<file path="src/rtl/triumph_icache.sv">
// Direct-mapped, read-only instruction cache serving IF-stage fetches.
// Misses refill a whole line over a single-outstanding req/gnt/rvalid bus.
module triumph_icache #(
    parameter int LINE_WORDS = 4,
    parameter int NUM_LINES  = 16,
    parameter int ADDR_W     = 32
) (
    input  logic              clk_i,
    input  logic              rst_ni,
    input  logic              req_i,
    input  logic [ADDR_W-1:0] addr_i,
    output logic              ready_o,
    output logic              rvalid_o,
    output logic [31:0]       rdata_o,
    input  logic              flush_i,
    output logic              mem_req_o,
    output logic [ADDR_W-1:0] mem_addr_o,
    input  logic              mem_gnt_i,
    input  logic              mem_rvalid_i,
    input  logic [31:0]       mem_rdata_i,
    output logic [31:0]       hit_cnt_o,
    output logic [31:0]       miss_cnt_o
);

    localparam int OFF_W  = $clog2(LINE_WORDS);
    localparam int IDX_W  = $clog2(NUM_LINES);
    localparam int TAG_W  = ADDR_W - OFF_W - IDX_W;
    localparam int LINE_W = ADDR_W - OFF_W;

    typedef enum logic [1:0] {
        IDLE,
        REFILL_REQ,
        REFILL_WAIT,
        RESP
    } state_e;

    state_e state_q, state_d;

    logic [31:0]          data_q [NUM_LINES*LINE_WORDS];
    logic [TAG_W-1:0]     tag_q  [NUM_LINES];
    logic [NUM_LINES-1:0] valid_q;

    logic [LINE_W-1:0]    base_q;
    logic [OFF_W-1:0]     off_q;
    logic [OFF_W-1:0]     cnt_q;
    logic                 flush_pend_q;

    logic [IDX_W-1:0]       req_idx;
    logic [TAG_W-1:0]       req_tag;
    logic [OFF_W+IDX_W-1:0] req_slot;
    logic [IDX_W-1:0]       ref_idx;
    logic [TAG_W-1:0]       ref_tag;
    logic                   accept;
    logic                   hit;
    logic                   beat;
    logic                   last_word;
    logic                   refill_done;
    logic                   in_refill;

    function automatic logic [31:0] sat_inc(input logic [31:0] v);
        return (&v) ? v : v + 32'd1;
    endfunction

    assign req_idx     = addr_i[OFF_W+IDX_W-1:OFF_W];
    assign req_tag     = addr_i[ADDR_W-1:OFF_W+IDX_W];
    assign req_slot    = addr_i[OFF_W+IDX_W-1:0];
    assign ref_idx     = base_q[IDX_W-1:0];
    assign ref_tag     = base_q[LINE_W-1:IDX_W];

    assign ready_o     = rst_ni && (state_q == IDLE);
    assign accept      = req_i && ready_o;
    // A flush in the acceptance cycle wins: the lookup is forced to miss.
    assign hit         = valid_q[req_idx] && (tag_q[req_idx] == req_tag) && !flush_i;
    assign beat        = (state_q == REFILL_WAIT) && mem_rvalid_i;
    assign last_word   = &cnt_q;
    assign refill_done = beat && last_word;
    assign in_refill   = (state_q == REFILL_REQ) || (state_q == REFILL_WAIT);

    assign mem_req_o   = (state_q == REFILL_REQ);
    assign mem_addr_o  = mem_req_o ? {base_q, cnt_q} : '0;

    always_comb begin
        state_d = state_q;
        case (state_q)
            IDLE:        if (accept && !hit) state_d = REFILL_REQ;
            REFILL_REQ:  if (mem_gnt_i) state_d = REFILL_WAIT;
            REFILL_WAIT: if (mem_rvalid_i) state_d = last_word ? RESP : REFILL_REQ;
            RESP:        state_d = IDLE;
            default:     state_d = IDLE;
        endcase
    end

    // Control state: FSM, valid bits, response register, counters
    always_ff @(posedge clk_i) begin
        if (!rst_ni) begin
            state_q      <= IDLE;
            valid_q      <= '0;
            flush_pend_q <= 1'b0;
            rvalid_o     <= 1'b0;
            rdata_o      <= '0;
            hit_cnt_o    <= '0;
            miss_cnt_o   <= '0;
        end else begin
            state_q  <= state_d;
            rvalid_o <= 1'b0;

            if (accept) begin
                if (hit) begin
                    rvalid_o  <= 1'b1;
                    rdata_o   <= data_q[req_slot];
                    hit_cnt_o <= sat_inc(hit_cnt_o);
                end else begin
                    miss_cnt_o <= sat_inc(miss_cnt_o);
                end
            end

            // The final beat is not yet in the array, so bypass it.
            if (refill_done) begin
                rvalid_o <= 1'b1;
                rdata_o  <= (off_q == cnt_q) ? mem_rdata_i : data_q[{ref_idx, off_q}];
            end

            if (flush_i && !in_refill) begin
                valid_q <= '0;
            end else if (refill_done) begin
                if (flush_pend_q || flush_i) valid_q <= '0;
                else                         valid_q[ref_idx] <= 1'b1;
            end

            if (flush_i && in_refill)  flush_pend_q <= 1'b1;
            else if (state_d == IDLE)  flush_pend_q <= 1'b0;
        end
    end

    // Datapath storage: line buffer, tags, latched miss request
    always_ff @(posedge clk_i) begin
        if (accept && !hit) begin
            base_q <= addr_i[ADDR_W-1:OFF_W];
            off_q  <= addr_i[OFF_W-1:0];
            cnt_q  <= '0;
        end
        if (beat) begin
            data_q[{ref_idx, cnt_q}] <= mem_rdata_i;
            if (last_word) tag_q[ref_idx] <= ref_tag;
            else           cnt_q <= cnt_q + 1'b1;
        end
    end

endmodule
</file>
<file path="config.mk">
export PLATFORM = sky130hd
export DESIGN_NAME = triumph_icache
export DESIGN_NICKNAME = d
export VERILOG_FILES = /design/src/rtl/triumph_icache.sv
export SDC_FILE = /design/constraint.sdc
export NUM_CORES = 2
export LEC_CHECK = 0
export ABC_AREA = 1
export BUFFER_PORTS_ARGS = -buffer_cell sky130_fd_sc_hd__buf_4
export CAP_MARGIN = 20
export CORE_ASPECT_RATIO = 0.9
export CORE_MARGIN = 3
export CORE_UTILIZATION = 40
export CTS_BUF_LIST = sky130_fd_sc_hd__clkbuf_8 sky130_fd_sc_hd__clkbuf_16
export CTS_CLUSTER_DIAMETER = 150
export DETAILED_ROUTE_END_ITERATION = 8
export SYNTH_ARGS = -nofsm -noshare
export SYNTH_HDL_FRONTEND = slang
export SYNTH_SLANG_ARGS = --single-unit
</file>
<file path="constraint.sdc">
create_clock -name clk_i -period 5.9 [get_ports clk_i]
set_input_delay 1.18 -clock clk_i [delete_from_list [all_inputs] [get_ports clk_i]]
set_output_delay 1.18 -clock clk_i [all_outputs]
set_load 0.03 [all_outputs]
</file>
==> out/results.tsv <==
stage	metric	value	unit
outcome	status	finished, final reports clean	
global_route	Global Route Usage Sum	0.2836	
timing	highest clock rate	0.2322	GHz
final_layout	most common cell after layout, fill and taps aside	nor2_1	
clock_tree	total clock buffers created by CTS	290	
critical_path	Worst EP arrival	5140	ps
power	Switch Pwr	12.33	mW
critical_path	crit path kind	in -> reg	
synthesis	yosys warns	0	
timing	worst hold margin	464.3	ps
power	clock network power share	0.395	
final_layout	most frequent cells in the layout	2,634 x nor2_1, 2,554 x o21ai_0, 2,496 x edfxtp_1	
final_layout	Layout area overhead	12.23	%
synthesis	mean area per synthesized cell	9.831	um2
global_route	initial antenna violation count	12	
synthesis	Distinct cells, synth	46	
timing	worst slew pin tran	1244	ps
power	pwr dens	319.4	nW/um2
power	Switching Fraction	0.2789	
power	Gate power share	0.139	
detailed_routing	initial detailed-routing violation count	15360	
timing	Slew Limit Headroom	0.1707	
critical_path	crit-path max FO	163	
clock_tree	hold_buf cts	0	
detailed_routing	DR WL/cell	28.05	um
detailed_routing	DRC	0	
clock_tree	CTS H-Tree Depth	5	
placement	placed cell areas	129400	um2
floorplan	I/O Pins	201	
clock_tree	clock-pin slew on the worst setup and hold paths	60	ps
floorplan	Core ar.	305300	um2
synthesis	Syn Nets	12620	
detailed_routing	antenna viol nets, final	0	
timing	Setup Viol. Count Final	0	
placement	gpl congestion	0.8883	
synthesis	Post-synth EDFFs	2496	
global_route	number of global-route vias before repair	95150	
clock_tree	post-CTS setup-driven buffer insertion count	0	
placement	hpwl dp	248.0	mm
critical_path	R2R Setup Slk	2110	ps
critical_path	CP Capture Type	register	
global_route	largest net degree at the start of global routing	186	
floorplan	Die X-Extent	591.3	um
run	Max Cap Viol	0	
critical_path	Worst Setup Start Kind	primary input	
timing	worst clock skew	56.56	ps
power	Reg power frac	0.466	
final_layout	fraction of layout cells with a size suffix above 1	0.08002	
timing	ratio of final minimum period to clock period	0.7299	
placement	# port buffers	200	
synthesis	sequential share of the synthesized area	0.6279	
synthesis	Post-synth ARST share	0	
critical_path	Worst EP required	6730	ps
final_layout	# nets final	12370	
final_layout	Finished Layout Cells	16590	
clock_tree	post-CTS sizing	0	
final_layout	final core occ	0.4533	
timing	final hold violations	0	
floorplan	num rows	192	
floorplan	Die Ht	532.7	um
timing	min Tclk post-route	4307	ps
global_route	GRT overflow	0	
clock_tree	Max Buffers Root-to-Sink	4	
synthesis	flops & latches, synth	2620	
floorplan	Die Area	315000	um2
synthesis	cell area after synthesis	123300	um2
detailed_routing	DR vias/cell	6.239	
floorplan	Initial Util	0.4039	
power	Max VDD drop	0.2398	mV
clock_tree	root buf cell	clkbuf_16	
detailed_routing	Pre-antenna DRT Iters	7	
placement	Inst Count DP	16070	
power	P_leak	46.08	nW
clock_tree	CTS tree	built	
timing	RSZ-0062 raised after global routing	false	
power	P_int	31.87	mW
global_route	first-pass GRT wire length	666.6	mm
detailed_routing	Final Routed Wirelength	465.5	mm
timing	Final Slew Violations	0	
synthesis	Post-synth top flop	edfxtp_1	
min_path	Worst Hold Class	reg -> reg	
clock_tree	clock latency on the worst-skew pair	910	ps
synthesis	synthesized instance count	12540	
final_layout	final instance area	138400	um2
clock_tree	# clock sinks	2620	
timing	setup_tns	0	ps
detailed_routing	via count	103500	
[cell usage after synthesis, drive strengths merged, types with 20 or more instances]
library cell  number  area (um2)
nand3            491        2457
a31oi             36       225.2
a21oi            124       620.6
nor3              57       285.3
buf              233        1237
dfxtp            124        2482
inv              281        1057
o22ai           1081        6763
nor2            2701       10140
nor4              20       125.1
edfxtp          2496       74950
nand2           1192        4494
o221ai            77       674.4
xor2              34       297.8
o211ai            61       457.9
clkbuf           797        2992
nand4             23       150.1
or2               20       125.1
o21ai           2606       13040
[layout make-up]
class	count	area (um2)
fill	28120	166900
sequential	2620	77450
multi-input combinational	8610	41170
clock buffer	300	7462
tap	4074	5097
timing repair buffer	486	4581
clock inverter	209	1466
inverter	284	1146
antenna	10	25.02
[flip-flops by register name, indices dropped and copies added (netlist names), 16 cells and up, named ones only]
name and cells:
valid_q 16, rdata_o 32, data_q 2048, tag_q 416, miss_cnt_o 32, hit_cnt_o 32
base_q 30
[power groups by stage]
stage | clock network [mW] | logic [mW] | registers [mW]
floorplan | 0 | 3.76 | 20.8
finish | 17.5 | 6.15 | 20.6
global route | 18.4 | 6.56 | 20.6
CTS | 17.6 | 5.95 | 20.6
detailed placement | 0 | 5.94 | 21.0
global placement | 0 | 5.93 | 21.0
[metrics by stage]
| step | power (mW) | setup slack [ps] |
|---|---|---|
| after floorplan | 24.60 | 809.2 |
| after global placement | 26.90 | 1007 |
| after detailed placement | 26.91 | 909.5 |
| after CTS | 44.17 | 1842 |
| after global routing | 45.51 | 1426 |
| final | 44.20 | 1593 |
[worst max-delay path, stage by stage]
cell and delay [ps]:
buf_8 260, buf_12 510, nor2_1 100, nor2_1 110, o21ai_1 70, nand3_1 90
nand3_1 120, nand3_1 140, nand2_1 70, inv_1 50, nand2_1 50, nor2_1 200
nand2_1 120, nor2_2 390, nand3_1 240, nand2_4 610, o21ai_0 220, a31oi_1 220
[path summary, 6_finish.rpt]
check / from / to / depth (start not counted)
worst min-delay path: flush_pend_q / flush_pend_q / 2
worst max register to register: register / rdata_o[19] / 10
worst max-delay path: addr_i[2] / rdata_o[19] / 18
worst min register to register: flush_pend_q / flush_pend_q / 2
[layer usage]
metal	global-route usage	wire (um)	part of all wire
met5	0	318	0.00068
met4	0.1425	25450	0.055
met3	0.06618	58750	0.13
met2	0.4156	198700	0.43
met1	0.3931	182200	0.39
[logic make-up after synthesis]
logic type,count (synthesis),synth area share
compound gates,4036,0.1800
xor+xnor,41,0.002912
fa+ha+maj,7,0.0007102
buf+inv,1314,0.04296
flops,2620,0.6279
mux,1,0.00009131
simple gates,4525,0.1453
No activity file was read; power rests on OpenSTA's default activity.
